[config.mk]
export PLATFORM = sky130hd
export DESIGN_NAME = mode_sequencer
export DESIGN_NICKNAME = d
export VERILOG_FILES = /design/src/rtl/mode_sequencer.sv
export SDC_FILE = /design/constraint.sdc
export NUM_CORES = 1
export LEC_CHECK = 0
export ABC_AREA = 1
export BUFFER_PORTS_ARGS = -buffer_cell sky130_fd_sc_hd__buf_2
export CAP_MARGIN = 20
export CORE_MARGIN = 3
export CORE_UTILIZATION = 25
export CTS_CLUSTER_DIAMETER = 60
export DETAILED_ROUTE_END_ITERATION = 8
export SYNTH_ARGS = -nofsm -noshare
export SYNTH_HDL_FRONTEND = slang
export SYNTH_SLANG_ARGS = --single-unit
[constraint.sdc]
create_clock -name clock -period 3.37 [get_ports clock]
set_input_delay 0.5055 -clock clock [delete_from_list [all_inputs] [get_ports clock]]
set_output_delay 0.5055 -clock clock [all_outputs]
set_load 0.02 [all_outputs]
[src/rtl/mode_sequencer.sv]
// Mode/operation sequencer for the ALU demo datapath.
// Turns debounced button levels into mode steps, takes the operation from the
// switches, and can optionally run an auto-demo that walks every mode/operation
// pair on a slow tick. After every selection change it waits for the
// combinational datapath to settle, then pulses `capture` for one cycle so the
// display registers latch a stable result.
//
// Ports:
//   clock        system clock
//   reset_n      asynchronous active-low reset
//   button0      debounced level, step mode up on rising edge
//   button1      debounced level, step mode down on rising edge
//   auto_en      level, requests auto-demo
//   tick         single-cycle enable from the slow divider
//   op_switches  manual operation select
//   mode         registered mode (0 arith, 1 logic, 2 compare, 3 magic)
//   operation    registered operation select
//   capture      one-cycle strobe: datapath result is stable
//   busy         high while settling
//   auto_active  high in AUTO, or while settling on the way back to AUTO
module mode_sequencer #(
  parameter int unsigned SETTLE_CYCLES = 4,
  parameter int unsigned DWELL_TICKS   = 2
) (
  input  logic       clock,
  input  logic       reset_n,
  input  logic       button0,
  input  logic       button1,
  input  logic       auto_en,
  input  logic       tick,
  input  logic [1:0] op_switches,
  output logic [1:0] mode,
  output logic [1:0] operation,
  output logic       capture,
  output logic       busy,
  output logic       auto_active
);

  localparam int unsigned CW = 4;
  localparam logic [CW-1:0] SETTLE_LAST = CW'(SETTLE_CYCLES - 1);
  localparam logic [CW-1:0] DWELL_LAST  = CW'(DWELL_TICKS - 1);

  typedef enum logic [1:0] {
    MANUAL = 2'd0,
    AUTO   = 2'd1,
    SETTLE = 2'd2
  } state_t;

  state_t        state;
  logic [CW-1:0] settle_cnt;
  logic [CW-1:0] dwell_cnt;
  logic          ret_auto;
  logic          b0_q;
  logic          b1_q;

  logic          rise0;
  logic          rise1;
  logic          step_up;
  logic          step_dn;
  logic [1:0]    manual_mode;
  logic          manual_change;
  logic          auto_step;
  logic [1:0]    auto_op;
  logic [1:0]    auto_mode;

  // Button edges; pressing both at once cancels out.
  assign rise0   = button0 & ~b0_q;
  assign rise1   = button1 & ~b1_q;
  assign step_up = rise0 & ~rise1;
  assign step_dn = rise1 & ~rise0;

  // Selection requested by the manual controls this cycle.
  assign manual_mode   = step_up ? mode + 2'd1 :
                         step_dn ? mode - 2'd1 : mode;
  assign manual_change = step_up | step_dn | (op_switches != operation);

  // Auto-demo step: operation walks 0..3, carrying into mode.
  assign auto_step = tick && (dwell_cnt == DWELL_LAST);
  assign auto_op   = operation + 2'd1;
  assign auto_mode = (operation == 2'd3) ? mode + 2'd1 : mode;

  // Sequencer state machine with registered outputs.
  always_ff @(posedge clock or negedge reset_n) begin
    if (!reset_n) begin
      state       <= SETTLE;
      settle_cnt  <= '0;
      dwell_cnt   <= '0;
      ret_auto    <= 1'b0;
      b0_q        <= 1'b0;
      b1_q        <= 1'b0;
      mode        <= 2'd0;
      operation   <= 2'd0;
      capture     <= 1'b0;
      busy        <= 1'b1;
      auto_active <= 1'b0;
    end else begin
      b0_q    <= button0;
      b1_q    <= button1;
      capture <= 1'b0;
      case (state)
        MANUAL: begin
          if (manual_change) begin
            mode       <= manual_mode;
            operation  <= op_switches;
            settle_cnt <= '0;
            ret_auto   <= 1'b0;
            busy       <= 1'b1;
            state      <= SETTLE;
          end else if (auto_en) begin
            dwell_cnt   <= '0;
            auto_active <= 1'b1;
            state       <= AUTO;
          end
        end
        AUTO: begin
          if (auto_step) begin
            operation  <= auto_op;
            mode       <= auto_mode;
            dwell_cnt  <= '0;
            settle_cnt <= '0;
            ret_auto   <= 1'b1;
            busy       <= 1'b1;
            state      <= SETTLE;
          end else begin
            if (tick) begin
              dwell_cnt <= dwell_cnt + CW'(1);
            end
            if (!auto_en) begin
              auto_active <= 1'b0;
              state       <= MANUAL;
            end
          end
        end
        SETTLE: begin
          // Manual-return settling still follows the controls and restarts the wait.
          if (!ret_auto && manual_change) begin
            mode       <= manual_mode;
            operation  <= op_switches;
            settle_cnt <= '0;
          end else if (settle_cnt == SETTLE_LAST) begin
            capture   <= 1'b1;
            busy      <= 1'b0;
            dwell_cnt <= '0;
            if (ret_auto && auto_en) begin
              auto_active <= 1'b1;
              state       <= AUTO;
            end else begin
              auto_active <= 1'b0;
              state       <= MANUAL;
            end
          end else begin
            settle_cnt <= settle_cnt + CW'(1);
          end
        end
        default: begin
          state <= MANUAL;
        end
      endcase
    end
  end

endmodule
==> summary.md <==
| Metric | Value |
|---|---|
| Clk slew on worst S/H paths | 0.07 ns |
| Slew HR | 70.1% |
| CP Class | reg2reg |
| CTS buffer count | 3 |
| Setup Fix Bufs, Post-CTS | 0 |
| CTS max path bufs | 2 |
| Pin count of the biggest net entering global routing | 21 |
| Skew final | 0.00274 ns |
| H-tree Lvls | 1 |
| Synth Cell Area | 0.00113 mm2 |
| Final number of setup-violating endpoints | 0 |
| Final nets | 180 |
| Pins Over Slew Limit | 0 |
| Critical path required time | 3.53 ns |
| Count of input and output buffers | 14 |
| Design Area, Final | 0.00130 mm2 |
| Mapped Nets | 161 |
| Max-cap viol count | 0 |
| Starting DRT DRC Count | 21 |
| Synth warn | 0 |
| Leak pwr | 0.000701 uW |
| Fraction of layout cells with a size suffix above 1 | 18.2% |
| Vias in the first global route | 838 |
| Die ar. | 0.00536 mm2 |
| Setup TNS | 0 ns |
| Gr ovfl total | 0 |
| Vias per cell | 4.41 |
| Crit path DAT | 1.78 ns |
| Antenna diode count | 0 |
| Final period util | 48.1% |
| Tmin final | 1.62 ns |
| Die Y | 73.2 um |
| CP most frequent cell | nand2_1 |
| Maximum clock rate | 617 MHz |
| DRC Markers | 0 |
| # rows | 23 |
| RSZ-0062 raised after global routing | no |
| Slowest stage cell on the critical path | dfrtp_1 |
| Power per Cell Area | 424 mW/mm2 |
| Slew @ Worst Pin | 0.448 ns |
| Total GRT Usage | 9.22% |
| R2R setup slack | 1.75 ns |
| Core Area | 0.00417 mm2 |
| Worst skew pair latency | 0.26 ns |
| Final Core Density | 31.2% |
| Routed Wire Length | 2.19 mm |
| First-pass GRT wire length | 3.71 mm |
| Peak supply drop | 0.000139 V |
| CP Capture Type | register |
| 1st-pass router iterations | 4 |
| Crit path max-delay family | simple AND/OR/NAND/NOR gates |
| Fillers | 459 |
| Critical-path cell list | inv_1 -> nand2_1 -> ha_1 -> inv_1 -> a21oi_1 -> nand3_1 -> nand3_1 -> nand2_1 -> inv_2 -> nand2_1 -> nand2_1 -> nand2_1 |
| Clk root buf | clkbuf_8 |
| Via count | 948 |
| Status | finished clean |
| DP Area | 0.00126 mm2 |
| #FFs+latches synth | 20 |
| Routed wire length per instance | 10.2 um |
| Cells after Synth | 148 |
| Cts repair resizes | 0 |
| Antenna violations before repair | 0 |
| Layout area overhead | 15.4% |
| Worst Hold Class | in2async |
| Crit-path max FO | 7 |
| Die W | 73.2 um |
| Syn avg cell area | 7.63 um2 |
| Final-report hold violation count | 0 |
| Worst setup SP type | register |
| RD Place Congestion | 0.757 |
| CP max stage delay | 0.36 ns |
| Post-DP HPWL | 1.70 mm |
| Antenna viol nets, final | 0 |
| Sequential share of the synthesized area | 44.5% |
| Top Ports | 15 |
| Hold_buf cts | 0 |
| Crit path buf inv count | 3 |
| Starting density of the core | 27.1% |
| CTS tree | yes |
| CTS Sinks | 20 |
| Post-synthesis cell type count | 21 |
## area by class of cell
type                    count  area, um2  share of cell area (%)
inverters                  18       67.6                    5.18
well taps                  50       62.6                    4.80
repair buffers             14       70.1                    5.37
clock buffers               3       41.3                    3.17
multi-input cells         110        559                    42.9
flip-flops and latches     20        503                    38.6
## routing by layer
metal / share of wire [%] / GRT usage (%)
met5: 0 / 0
met4: 1.9 / 4.30
met3: 6.8 / 3.44
met2: 43 / 13.6
met1: 48 / 11.8
## synthesized netlist by cell type
cell type	n	area, um2
nand4_1	2	12.5
xnor2_1	3	26.3
inv_2	6	22.5
inv_1	12	45.0
o22ai_1	1	6.26
dfrtp_1	18	450
o21ai_0	5	25.0
nand2_2	2	12.5
ha_1	5	62.6
nor2_2	2	12.5
or2_0	1	6.26
or2_1	2	12.5
o211ai_1	1	7.51
nand3_1	14	70.1
o21ai_1	7	35.0
xor2_1	3	26.3
dfstp_2	2	52.6
nand2_1	48	180
nor2_1	9	33.8
nand3_2	1	10.0
a21oi_1	4	20.0
## worst paths after layout
check                           endpoint         from  cells past startpoint
max                        settle_cnt[0]         b1_q                     12
min                         dwell_cnt[2]      reset_n                      1
max reg2reg                settle_cnt[0]         b1_q                     12
min reg2reg                  auto_active  auto_active                      2
max in group asynchronous           busy      reset_n                      1
min in group clock                  b1_q      button1                      1
## registers in the layout (all words and copies together) (netlist names)
| register | cells |
|---|---|
| dwell_cnt | 4 |
| settle_cnt | 4 |
| mode | 2 |
| operation | 2 |
| state | 2 |
| auto_active | 1 |
| b0_q | 1 |
| b1_q | 1 |
| busy | 1 |
| capture | 1 |
| ret_auto | 1 |
## where the power goes
group | switching (uW) | internal (uW) | leakage [uW]
logic | 70.3 | 47.0 | 0.000420
clock network | 78.9 | 79.7 | 0.0000216
registers | 17.8 | 259 | 0.000259
## logic make-up (layout without fill, tap and decap cells)
| logic type | Yosys count | after routing | share of synthesized area [%] |
|---|---|---|---|
| and+or+nand+nor | 81 | 81 | 31.0 |
| DFF | 20 | 20 | 44.5 |
| AOI/OAI and AO/OA | 18 | 18 | 8.31 |
| buffers and inverters | 18 | 35 | 5.98 |
| xor gates and xnor gates | 6 | 6 | 4.65 |
| adders and majority gates | 5 | 5 | 5.54 |
## placed cells by master (no fill, tap or decap), types with 4 or more instances in the layout
master | Yosys | layout
nor2_1 | 9 | 9
dfrtp_1 | 18 | 18
nand2_1 | 48 | 48
inv_2 | 6 | 6
buf_2 | 0 | 14
nand3_1 | 14 | 14
o21ai_0 | 5 | 5
inv_1 | 12 | 12
a21oi_1 | 4 | 4
o21ai_1 | 7 | 7
ha_1 | 5 | 5
## through the flow
stage	worst slack [ns]	hold WS [ns]	power (uW)	std cells
2_1_floorplan	1.73	0.210	363	148
3_3_place_gp	1.53	0.464	400	212
3_5_place_dp	1.49	0.470	402	212
4_1_cts	1.73	0.205	561	215
5_1_grt	1.52	0.224	586	215
6_report	1.75	0.184	553	215
Note: power is estimated with default switching activity, not from simulation.
